$ cat src/rtl/mc_mem_port_pkg.sv
`default_nettype none
// ============================================================================
// Module      : mc_mem_port_pkg
// Description : Shared funct3 codes, FSM state encoding and legality helper
//               for the unified multi-cycle memory port.
// Revision    : 1.0 - initial release
// ============================================================================
package mc_mem_port_pkg;

    // Load size codes
    localparam logic [2:0] c_F3_LB  = 3'd0;
    localparam logic [2:0] c_F3_LH  = 3'd1;
    localparam logic [2:0] c_F3_LW  = 3'd2;
    localparam logic [2:0] c_F3_LBU = 3'd4;
    localparam logic [2:0] c_F3_LHU = 3'd5;

    // Store size codes
    localparam logic [2:0] c_F3_SB  = 3'd0;
    localparam logic [2:0] c_F3_SH  = 3'd1;
    localparam logic [2:0] c_F3_SW  = 3'd2;

    // Port sequencer states
    typedef enum logic [2:0] {
        S_IDLE     = 3'd0,
        S_CMD      = 3'd1,
        S_WAIT_RSP = 3'd2,
        S_DONE     = 3'd3,
        S_ERR      = 3'd4
    } state_e;

    // Size/alignment legality of an access; fetches are always word accesses
    function automatic logic access_legal(input logic       is_fetch,
                                          input logic       we,
                                          input logic [2:0] f3,
                                          input logic [1:0] off);
        logic ok;
        ok = 1'b0;
        if (is_fetch) begin
            ok = (off == 2'b00);
        end else if (we) begin
            case (f3)
                c_F3_SB: ok = 1'b1;
                c_F3_SH: ok = (off[0] == 1'b0);
                c_F3_SW: ok = (off == 2'b00);
                default: ok = 1'b0;
            endcase
        end else begin
            case (f3)
                c_F3_LB, c_F3_LBU: ok = 1'b1;
                c_F3_LH, c_F3_LHU: ok = (off[0] == 1'b0);
                c_F3_LW:           ok = (off == 2'b00);
                default:           ok = 1'b0;
            endcase
        end
        return ok;
    endfunction

endpackage
`default_nettype wire

$ cat src/rtl/mc_mem_port_align.sv
`default_nettype none
// ============================================================================
// Module      : mc_mem_port_align
// Description : Combinational load/store alignment: legality check, byte
//               enable and lane-replicated store data generation, and load
//               lane extraction with sign/zero extension.
// Revision    : 1.0 - initial release
// ============================================================================
module mc_mem_port_align
    import mc_mem_port_pkg::*;
#(
    parameter int XLEN = 32
) (
    // Request side (decoded while the port is idle)
    input  logic            is_fetch_i,
    input  logic            we_i,
    input  logic [2:0]      funct3_i,
    input  logic [1:0]      off_i,
    input  logic [XLEN-1:0] wdata_i,
    output logic            legal_o,
    output logic [3:0]      be_o,
    output logic [XLEN-1:0] wdata_o,
    // Load side (uses the access fields latched at command time)
    input  logic            ld_fetch_i,
    input  logic [2:0]      ld_funct3_i,
    input  logic [1:0]      ld_off_i,
    input  logic [XLEN-1:0] rsp_word_i,
    output logic [XLEN-1:0] ld_data_o
);

    logic [XLEN-1:0] w_shifted;

    // Legality, byte enables and store lane replication
    always_comb begin
        legal_o = access_legal(is_fetch_i, we_i, funct3_i, off_i);
        be_o    = 4'b1111;
        wdata_o = wdata_i;
        if (we_i && !is_fetch_i) begin
            case (funct3_i)
                c_F3_SB: begin
                    be_o    = 4'b0001 << off_i;
                    wdata_o = {(XLEN/8){wdata_i[7:0]}};
                end
                c_F3_SH: begin
                    be_o    = 4'b0011 << {off_i[1], 1'b0};
                    wdata_o = {(XLEN/16){wdata_i[15:0]}};
                end
                default: begin
                    be_o    = 4'b1111;
                    wdata_o = wdata_i;
                end
            endcase
        end
    end

    // Move the addressed lane down to bit 0, then extend by load size
    always_comb begin
        w_shifted = rsp_word_i >> {ld_off_i, 3'b000};
        ld_data_o = rsp_word_i;
        if (!ld_fetch_i) begin
            case (ld_funct3_i)
                c_F3_LB:  ld_data_o = {{(XLEN-8){w_shifted[7]}}, w_shifted[7:0]};
                c_F3_LH:  ld_data_o = {{(XLEN-16){w_shifted[15]}}, w_shifted[15:0]};
                c_F3_LBU: ld_data_o = {{(XLEN-8){1'b0}}, w_shifted[7:0]};
                c_F3_LHU: ld_data_o = {{(XLEN-16){1'b0}}, w_shifted[15:0]};
                default:  ld_data_o = rsp_word_i;
            endcase
        end
    end

endmodule
`default_nettype wire

$ cat src/rtl/mc_mem_port.sv
`default_nettype none
// ============================================================================
// Module      : mc_mem_port
// Description : Unified instruction/data memory port for the multi-cycle
//               datapath. Runs a valid/ready command handshake with a
//               variable-latency memory, returns aligned/extended read data
//               and pulses done (with fault) back to the control FSM.
// Revision    : 1.0 - initial release
// ============================================================================
module mc_mem_port
    import mc_mem_port_pkg::*;
#(
    parameter int XLEN    = 32,
    parameter int TIMEOUT = 255,
    parameter int TO_W    = 8
) (
    input  logic            clk,
    input  logic            rst_n,
    // Control-unit side
    input  logic            req_valid_i,
    input  logic            req_we_i,
    input  logic            req_is_fetch_i,
    input  logic [2:0]      req_funct3_i,
    input  logic [XLEN-1:0] req_addr_i,
    input  logic [XLEN-1:0] req_wdata_i,
    output logic            done_o,
    output logic            fault_o,
    output logic [XLEN-1:0] rdata_o,
    // Memory side
    output logic            mem_cmd_valid_o,
    input  logic            mem_cmd_ready_i,
    output logic            mem_we_o,
    output logic [XLEN-1:0] mem_addr_o,
    output logic [3:0]      mem_be_o,
    output logic [XLEN-1:0] mem_wdata_o,
    input  logic            mem_rsp_valid_i,
    input  logic [XLEN-1:0] mem_rdata_i
);

    localparam logic [TO_W-1:0] c_TIMEOUT = TO_W'(TIMEOUT);

    state_e            state_q, state_d;
    logic [TO_W-1:0]   cnt_q, cnt_d;
    logic [XLEN-1:0]   addr_q;
    logic [1:0]        off_q;
    logic              we_q;
    logic              fetch_q;
    logic [2:0]        f3_q;
    logic [3:0]        be_q;
    logic [XLEN-1:0]   wdata_q;
    logic [XLEN-1:0]   rdata_q;

    logic              w_legal;
    logic [3:0]        w_be;
    logic [XLEN-1:0]   w_wdata;
    logic [XLEN-1:0]   w_ld_data;
    logic              w_accept;
    logic              w_capture;

    mc_mem_port_align #(
        .XLEN (XLEN)
    ) u_align (
        .is_fetch_i  (req_is_fetch_i),
        .we_i        (req_we_i),
        .funct3_i    (req_funct3_i),
        .off_i       (req_addr_i[1:0]),
        .wdata_i     (req_wdata_i),
        .legal_o     (w_legal),
        .be_o        (w_be),
        .wdata_o     (w_wdata),
        .ld_fetch_i  (fetch_q),
        .ld_funct3_i (f3_q),
        .ld_off_i    (off_q),
        .rsp_word_i  (mem_rdata_i),
        .ld_data_o   (w_ld_data)
    );

    // A legal request is only taken from IDLE, so done/err cycles never accept
    assign w_accept  = (state_q == S_IDLE) && req_valid_i && w_legal;
    assign w_capture = (state_q == S_WAIT_RSP) && mem_rsp_valid_i;

    // Next-state and timeout-counter logic
    always_comb begin
        state_d = state_q;
        cnt_d   = cnt_q;
        case (state_q)
            S_IDLE: begin
                if (req_valid_i) begin
                    state_d = w_legal ? S_CMD : S_ERR;
                end
            end
            S_CMD: begin
                if (mem_cmd_ready_i) begin
                    if (we_q) begin
                        state_d = S_DONE;
                    end else begin
                        state_d = S_WAIT_RSP;
                        cnt_d   = '0;
                    end
                end
            end
            S_WAIT_RSP: begin
                // A response arriving on the timeout cycle still completes normally
                if (mem_rsp_valid_i) begin
                    state_d = S_DONE;
                end else if (cnt_q == c_TIMEOUT) begin
                    state_d = S_ERR;
                end else begin
                    cnt_d = cnt_q + 1'b1;
                end
            end
            S_DONE:  state_d = S_IDLE;
            S_ERR:   state_d = S_IDLE;
            default: state_d = S_IDLE;
        endcase
    end

    // State and counter registers
    always_ff @(posedge clk or negedge rst_n) begin
        if (!rst_n) begin
            state_q <= S_IDLE;
            cnt_q   <= '0;
        end else begin
            state_q <= state_d;
            cnt_q   <= cnt_d;
        end
    end

    // Latch command fields on acceptance; they stay stable through CMD
    always_ff @(posedge clk or negedge rst_n) begin
        if (!rst_n) begin
            addr_q  <= '0;
            off_q   <= '0;
            we_q    <= 1'b0;
            fetch_q <= 1'b0;
            f3_q    <= '0;
            be_q    <= '0;
            wdata_q <= '0;
        end else if (w_accept) begin
            addr_q  <= {req_addr_i[XLEN-1:2], 2'b00};
            off_q   <= req_addr_i[1:0];
            we_q    <= req_we_i;
            fetch_q <= req_is_fetch_i;
            f3_q    <= req_funct3_i;
            be_q    <= w_be;
            wdata_q <= w_wdata;
        end
    end

    // Read data register: updated only by a response while waiting for one
    always_ff @(posedge clk or negedge rst_n) begin
        if (!rst_n) begin
            rdata_q <= '0;
        end else if (w_capture) begin
            rdata_q <= w_ld_data;
        end
    end

    assign done_o          = (state_q == S_DONE) || (state_q == S_ERR);
    assign fault_o         = (state_q == S_ERR);
    assign rdata_o         = rdata_q;
    assign mem_cmd_valid_o = (state_q == S_CMD);
    assign mem_we_o        = mem_cmd_valid_o && we_q;
    assign mem_be_o        = mem_cmd_valid_o ? be_q : 4'b0000;
    assign mem_addr_o      = addr_q;
    assign mem_wdata_o     = wdata_q;

endmodule
`default_nettype wire

$ cat config.mk
export PLATFORM = sky130hd
export DESIGN_NAME = mc_mem_port
export DESIGN_NICKNAME = d
export VERILOG_FILES = /design/src/rtl/mc_mem_port_pkg.sv /design/src/rtl/mc_mem_port_align.sv /design/src/rtl/mc_mem_port.sv
export SDC_FILE = /design/constraint.sdc
export NUM_CORES = 1
export LEC_CHECK = 0
export BUFFER_PORTS_ARGS = -buffer_cell sky130_fd_sc_hd__buf_2
export CAP_MARGIN = 25
export CORE_ASPECT_RATIO = 0.8
export CORE_MARGIN = 2
export CORE_UTILIZATION = 45
export DETAILED_ROUTE_END_ITERATION = 8
export HOLD_SLACK_MARGIN = 0.03
export PLACE_DENSITY = 0.86
export SKIP_LAST_GASP = 1
export SYNTH_ARGS = -nofsm -noshare
export SYNTH_HDL_FRONTEND = slang
export SYNTH_HIERARCHICAL = 1
export SYNTH_SLANG_ARGS = --single-unit
$ cat constraint.sdc
create_clock -name clk -period 2.06 [get_ports clk]
set_clock_uncertainty 0.05 [all_clocks]
set_input_delay 0.309 -clock clk [delete_from_list [all_inputs] [get_ports clk]]
set_output_delay 0.309 -clock clk [all_outputs]
set_load 0.03 [all_outputs]
---- Word-level counts from Yosys, hierarchy flattened ----
Index checks and enable logic that the tools add are counted.
word-level totals
  word-level logic and storage cells ...... 72
  bits in registers ....................... 116
  output and inout bits ................... 104
operators by class
  bitwise gates (word level) .............. 1
  equal/unequal tests ..................... 18
  reductions and logical operators ........ 16
  shift-type cells ........................ 3
  multiplexer cells ....................... 23
  add/subtract/negate cells ............... 1
operators with widths
  operator                                              count
  case mux 32 bit (4 select lines)                      1
  2-to-1 mux 32 bit                                     2
  case mux 32 bit (2 select lines)                      1
  2-to-1 mux 8 bit                                      4
  >> shifter 32 x 5 -> 16 bit                           1
  case mux 8 bit (2 select lines)                       1
  equality test 3 bit (second input constant)           5
  2-to-1 mux 3 bit                                      5
  equality test 3 x 1 -> 1 bit (second input constant)  3
  equality test 3 x 2 -> 1 bit (second input constant)  3
  logical NOT 3 bit                                     3
  case mux 3 bit (3 select lines)                       1
  adder 8 x 1 -> 8 bit (second input constant)          1
  equality test 8 bit (second input constant)           1
  2-to-1 mux 4 bit                                      2
  != test 2 bit (second input constant)                 4
  case mux 4 bit (2 select lines)                       1
  case mux 1 bit (3 select lines)                       2
  logical AND 1 bit                                     5
  AND reduction 5 bit                                   1
  OR reduction 2 bit                                    2
  left shift 1 x 2 -> 4 bit (first input constant)      1
  left shift 2 x 2 -> 4 bit (first input constant)      1
  2-to-1 mux 1 bit                                      3
  8 further kinds                                       8

---- Longest topological paths before layout ----
Gate-level depths: netlist of the first run.
  depth after elaboration ................. 8
  gate-level depth with buffers ........... 7
  mapped depth without buffers ............ 7

---- Modules after synthesis ----
Netlist of the first run, hierarchy kept.
by module, submodules not included
  module             cells an instance  instances  area each (µm²)
  mc_mem_port        305                1          4663.2
  mc_mem_port_align  196                1          1275.0

---- Worst setup path before layout of the first run ----
No wires, ideal clock.
  path type ............................... reg-to-output
  start point ............................. register state_q[1]
  end point ............................... output port mem_be_o[0]
  setup slack ............................. -0.139 ns
  stages on the path, launching flop included .. 4
  arrival time ............................ 1.840 ns
  data required time ...................... 1.701 ns
  cells stage by stage .................... dfrtp_1 > buf_4 > nor3_1 > and2_1
between the ends
  word-level cells in the longest chain between the ends .. 2
ends and longest elaborated chain
  element                       RTL line            text
  from (decl)                   mc_mem_port.sv:42   state_e state_q, state_d;
  from (signal assigned)        mc_mem_port.sv:124  state_q <= state_d;
  equality test 3 x 1 -> 1 bit  mc_mem_port.sv:162  assign mem_cmd_valid_o = (state_q == S_CMD);
  via mem_cmd_valid_o           mc_mem_port.sv:30   output logic mem_cmd_valid_o,
  2-to-1 mux 4 bit              mc_mem_port.sv:164  assign mem_be_o = mem_cmd_valid_o ? be_q : 4'b0000;
  to (decl)                     mc_mem_port.sv:34   output logic [3:0] mem_be_o,
The timed path passes the listed nets, and every way through them passes these cells.

---- Worst setup path after layout of the first run ----
  start point ............................. register f3_q[1]
  end point ............................... register rdata_q[15] (netlist: rdata_o[15])
between the ends
  word-level cells in the longest chain between the ends .. 3
ends and longest elaborated chain
  element                                      RTL line                 text
  from (decl)                                  mc_mem_port.sv:48        logic [2:0] f3_q;
  from (signal assigned)                       mc_mem_port.sv:144       f3_q <= req_funct3_i;
  equality test 3 bit (tied with other cells)  mc_mem_port_align.sv:61  case (ld_funct3_i)
  case mux 32 bit (4 select lines) (*)         mc_mem_port_align.sv:61
  2-to-1 mux 32 bit (*)                        mc_mem_port_align.sv:60  if (!ld_fetch_i) begin
  via w_ld_data[15]                            mc_mem_port.sv:56        logic [XLEN-1:0] w_ld_data;
  to (signal assigned)                         mc_mem_port.sv:155       rdata_q <= w_ld_data;
  to (decl)                                    mc_mem_port.sv:51        logic [XLEN-1:0] rdata_q;
The timed path passes the listed nets; every way through them passes the cells marked *.
A chain may end at the register's enable or synchronous reset.

==> results of run 1 <==
-- per-layer routing --
layer / wire length (um) / up-vias / GRT usage (%)
met4: 247 / 0 / 8.06
li1: - / 2275 / -
met1: 6480 / 2379 / 26.9
met2: 7380 / 191 / 35.8
met5: 0 / - / 0
met3: 981 / 23 / 6.43
-- repair_timing --
action | 4_1_cts | 5_1_grt
endpoints found under the setup margin | 6 | 10
gates resized for setup | 1 | 13
pin swaps | 1 | 5
hold buffers | 1 | 0
endpoints found under the hold margin | 116 | 0
setup buffers | 3 | 3
-- sequential cells by signal (all words and copies together), names as in the netlist --
signal and flops:
be_q 4, cnt_q 8, f3_q 3, fetch_q 1, mem_addr_o 30, mem_wdata_o 32
off_q 2, rdata_o 32, state_q 3, we_q 1
-- per-stage QoR --
step	cells	setup slack (ps)	instance area [sq um]	utilization, %	setup TNS, ps
after floorplan	502	-40.0	5960	-	-2800
after CTS	924	20.5	7980	62.0	0
after detailed placement	888	-147	7340	57.0	-8760
after global placement	888	-72.3	7340	57.0	-3930
after global routing	927	-18.2	8030	62.4	-51.1
final	927	89.9	8030	62.4	0
-- worst max-delay path, delay by kind of cell, from the launching register on --
kind / cells / cell delay (ps)
mux: 1 / 310
flops: 1 / 400
buf+inv: 2 / 410
compound gates: 2 / 410
simple gates: 1 / 250
-- area by class of cell --
| class | count | area share, % |
|---|---|---|
| clock buffer | 18 | 5.34 |
| tap | 175 | 2.73 |
| sequential | 116 | 36.2 |
| inverter | 2 | 0.0935 |
| multi-input combinational | 343 | 34.7 |
| clock inverter | 14 | 2.20 |
| timing repair buffer | 259 | 18.8 |
-- logic make-up (layout without fill, tap and decap cells) --
group           Yosys count  count (layout)  synth area share, %
other cells               1               2               0.0632
buf+inv                  43             293                 4.93
simple gates            113             113                 9.65
compound gates           87              87                 10.1
flops                   116             116                 48.9
mux                     138             138                 25.8
fa+ha+maj                 1               1                0.211
xor+xnor                  2               2                0.295
-- synth_stat cells, types with 2 or more instances --
| cell | count | area [sq um] |
|---|---|---|
| mux2_1 | 14 | 158 |
| nor3_1 | 6 | 30.0 |
| a211oi_1 | 2 | 15.0 |
| nand3b_1 | 3 | 22.5 |
| buf_4 | 15 | 113 |
| dfrtp_1 | 116 | 2900 |
| o21ai_0 | 16 | 80.1 |
| a22oi_1 | 2 | 15.0 |
| mux2_2 | 108 | 1220 |
| a31oi_1 | 3 | 18.8 |
| and3_1 | 2 | 12.5 |
| mux2i_1 | 16 | 160 |
| nand2_1 | 13 | 48.8 |
| buf_6 | 9 | 101 |
| nand3_1 | 8 | 40.0 |
| clkbuf_1 | 10 | 37.5 |
| nor2_1 | 48 | 180 |
| a21o_1 | 16 | 120 |
| o221a_2 | 7 | 78.8 |
| nor3b_1 | 3 | 22.5 |
| o22a_1 | 2 | 17.5 |
| o21bai_1 | 3 | 22.5 |
| xnor2_1 | 2 | 17.5 |
| a21oi_1 | 26 | 130 |
| inv_1 | 2 | 7.51 |
| nand4_1 | 2 | 12.5 |
| buf_2 | 5 | 25.0 |
| and2_1 | 14 | 87.6 |
| nor2b_1 | 4 | 25.0 |
-- power by group through the flow --
stage	Combinational, mW	Clock (mW)	Sequential, mW
CTS	6.56	3.06	4.03
detailed placement	6.48	0	4.04
global route	7.05	3.16	4.17
floorplan	2.73	0	5.80
finish	6.64	3.01	4.03
global placement	6.34	0	4.00
-- path summary, 6_finish.rpt --
path	from	cells after the start	slack (ps)	end
worst max-delay path	f3_q[1]	6	90	rdata_o[15]
worst min-delay path	req_addr_i[15]	2	80	mem_addr_o[15]
worst max register to register	f3_q[1]	6	90	rdata_o[15]
worst min register to register	rdata_o[18]	1	430	rdata_o[18]
max in group asynchronous	rst_n	3	950	state_q[2]
min in group asynchronous	rst_n	3	510	mem_wdata_o[2]
==> results.toml, run 1 <==
[setup_path]
worst-setup-path-type = "register to register"
slowest_stage = "dfrtp_1"
crit_top_cell = "buf_4"
slowest_delay_ps = 400
end_kind = "register"
critPathArrivalTime_ps = 2210
required_ps = 2300
start_kind = "register"
path_max_fanout = 25
crit_chain = "or2_1 -> buf_4 -> a311oi_2 -> buf_4 -> a21oi_1 -> mux2_1"

[clock_network]
clock_latency_ps = 400
cts_buffer_depth = 2
cts_made_buffers = 17
path_clk_slew_ps = 60
cts.sinks = 116
cts_root_buf = "clkbuf_16"
tritoncts = "yes"
cts_max_level = 4

[floorplan]
io_pins = 210
die_h_um = 107
design.core.area_sq_um = 12900
die_w_um = 132
initial_utilization_pct = 46.1
rows = 37
dieArea_sq_um = 14100

[grt]
grt_pass1_wl_um = 24300
grt_max_degree = 117
antenna_found_initial = 0
overflow = 0
grtUsageTotal_pct = 21.6
grt_pass1_vias = 4977

[layout]
drive_above_1_share_pct = 56.0
layout_common_cells = "203 x buf_2, 115 x dfrtp_1, 108 x mux2_2"
layout.nets = 846
antenna_cells = 0
fill_cells = 1053
syn2layout_area_growth_pct = 35.2
seq_area_sq_um = 2900
final_common_cell = "buf_2"
multiInputGateArea_sq_um = 2790

[detailed_routing]
drt_wl_total_um = 15100
vias = 4868
firstDrtPassIters = 4
antenna_left = 0
routedWlPerCell_um = 16.3
vias_per_cell = 5.25
first_iter_violations = 301
remaining_drc_errors = 0

[pwr]
power_density_nw_per_um2 = 1700
clkPwrFrac_pct = 22.0
leakage_nw = 3.87
power_mw = 13.7
peakVddDrop_mv = 1.05
power.switching_mw = 5.76
pwr-share-comb_pct = 48.6
p_seq_share_pct = 29.4
netSwitchingFraction_pct = 42.1
p_int_mw = 7.91

[placement]
dp_hpwl_um = 10900
port_buffers = 207
gp_congestion = 0.859

[timing]
period_share_pct = 95.6
final-hold-violation-count = 0
worstMarginPinSlew_ps = 613
slew_headroom_pct = 59.1
drv_slew = 0
fmax_mhz = 508
hold_ws_ps = 77.0
min_period_ps = 1970
setup_viol = 0

[synthesis]
seq_area_frac_synth_pct = 48.9
synth-seq-cells = 116
yosys_most_used_dff = "dfrtp_1"
async_flop_share_pct = 100
synth_edf_count = 0
avgSynthCellArea_sq_um = 11.9
yosys_warnings = 6
syn_inst = 501
synth_area_sq_um = 5940
synth.distinct_cells = 53

[run]
maxCapViolations = 0

[status]
outcome = "completed"

[worst_hold_path]
hold_path.class = "primary input to register"
(Power assumes the default switching activity.)
==> run 2: changes to the inputs <==
SETUP_SLACK_MARGIN = 0.4   (was not set)
==> run 2 against run 1 <==
Against the previous run:
- clock power grew 6%
- maximum frequency is 5.2% higher
- hold slack gained 0.68 ps
- largest cell class is now multi-input combinational cells
- largest power group unchanged
==> results.toml, run 2 (synthesis gave the netlist of run 1 again) <==
[status]
outcome = "completed"

[clock_network]
cts_made_buffers = 17
clock_latency_ps = 400
cts_max_level = 4
cts_root_buf = "clkbuf_16"
tritoncts = "yes"
cts_buffer_depth = 2
cts.sinks = 116
path_clk_slew_ps = 60

[grt]
grt_max_degree = 44
grt_pass1_vias = 5178
antenna_found_initial = 0
overflow = 0
grt_pass1_wl_um = 25600
grtUsageTotal_pct = 22.9

[pwr]
leakage_nw = 4.40
peakVddDrop_mv = 1.05
power_density_nw_per_um2 = 1720

[setup_path]
slowest_stage = "dfrtp_2"
cp.depth = 4
crit_start = "state_q[1]"
path_max_fanout = 7
crit_chain = "buf_6 -> nor3_4 -> and2_1 -> buf_6"
required_ps = 1700
critPathCapture = "mem_be_o[0]"
reg2reg_depth = 5
r2r_setup_slack_ps = 190
worst-setup-path-type = "register to primary output"
slowest_delay_ps = 410
start_kind = "register"
critical_path_buf_inv_count = 2
worst_r2r_startpoint = "off_q[1]"
critical_path.top_delay_family = "simple AND/OR/NAND/NOR gates"
crit_top_cell = "buf_6"
r2r-end = "rdata_o[14]"
end_kind = "primary output"
critPathArrivalTime_ps = 1510

[detailed_routing]
antenna_left = 0
vias_per_cell = 5.35
vias = 5049
first_iter_violations = 348
remaining_drc_errors = 0
drt_wl_total_um = 17500
firstDrtPassIters = 5
routedWlPerCell_um = 18.6

[timing]
fmax_mhz = 534
period_share_pct = 90.9
final-hold-violation-count = 0
setup_viol = 0
worstMarginPinSlew_ps = 550
drv_slew = 0
worst_slack_ps = 187
rsz0062_at_grt = "true"
slew_headroom_pct = 63.3
min_period_ps = 1870

[placement]
port_buffers = 207
post-place-ws_ps = -127
dp_hpwl_um = 11000
place_area_sq_um = 7360
gp_congestion = 0.895

[layout]
final_cell_area_sq_um = 9100
layout_common_cells = "198 x buf_2, 111 x dfrtp_1, 91 x mux2_4"
antenna_cells = 0
final_common_cell = "buf_2"
fill_cells = 880
drive_above_1_share_pct = 61.5
syn2layout_area_growth_pct = 53.2
layout.nets = 862

[floorplan]
io_pins = 210
rows = 37
die_h_um = 107
dieArea_sq_um = 14100
design.core.area_sq_um = 12900
die_w_um = 132
initial_utilization_pct = 46.1

[worst_hold_path]
hold_path.class = "primary input to register"

[run]
maxCapViolations = 0
## run 2: cell count changes in the layout (fill, tap and decap cells not counted), sizes merged
cell      previous run  this run
bufinv               3         4
inv                  6         5
bufbuf               0         1
buf                258       267
clkinv               5         3
clkinvlp             2         3
clkbuf              18        25
## run 2: timing repair
| action | in CTS | in global routing |
|---|---|---|
| cloned | 4 | 6 |
| resized for setup | 59 | 124 |
| setup endpoints to repair | 113 | 118 |
| pin swaps | 9 | 7 |
| hold endpoints to repair | 35 | 0 |
| hold buffers | 1 | 0 |
| buffers inserted | 19 | 3 |
## run 2: power by group
part / total (mW) / internal, mW / switching, mW
clock network: 3.19 / 2.11 / 1.09
registers: 4.12 / 3.38 / 0.747
logic: 8.29 / 3.81 / 4.48
total: 15.6 / 9.30 / 6.31
## run 2: per-stage QoR
stage,utilization (%),hold WS [ps],TNS (ps),power [mW],cells
after floorplan,-,-36.6,-2800,8.67,502
after global routing,70.7,62.5,0,16.3,943
after CTS,65.7,57.4,0,14.6,934
after detailed placement,57.2,260,-6860,10.6,878
final,70.7,77.7,0,15.6,943
after global placement,57.2,259,-3390,10.4,878
## run 2: how the worst min path moves through the flow
stage / start / end / slack [ps] / cells past startpoint
2_1_floorplan: rst_n / be_q[0] / -40 / 0
3_5_place_dp: rst_n / mem_wdata_o[18] / 260 / 1
3_3_place_gp: rst_n / mem_wdata_o[18] / 260 / 1
6_report: req_addr_i[6] / mem_addr_o[6] / 80 / 2
4_1_cts: req_addr_i[30] / mem_addr_o[30] / 60 / 2
5_1_grt: req_addr_i[18] / mem_addr_o[18] / 60 / 2
## run 2: layout make-up
| class | instances | area, sq um | share of cell area [%] |
|---|---|---|---|
| Inverter | 2 | 7.51 | 0.0825 |
| Multi-Input combinational cell | 343 | 3310 | 36.4 |
| Timing Repair Buffer | 275 | 2010 | 22.1 |
| Clock buffer | 19 | 453 | 4.98 |
| Clock inverter | 13 | 195 | 2.14 |
| Sequential cell | 116 | 2910 | 32.0 |
| Tap cell | 175 | 219 | 2.41 |
## run 2: routing by layer
layer  share of wire [%]  track usage (%)
met5                   0                0
met2                  49             37.8
met3                 6.9             4.92
met4                 1.9             9.52
met1                  43             29.4
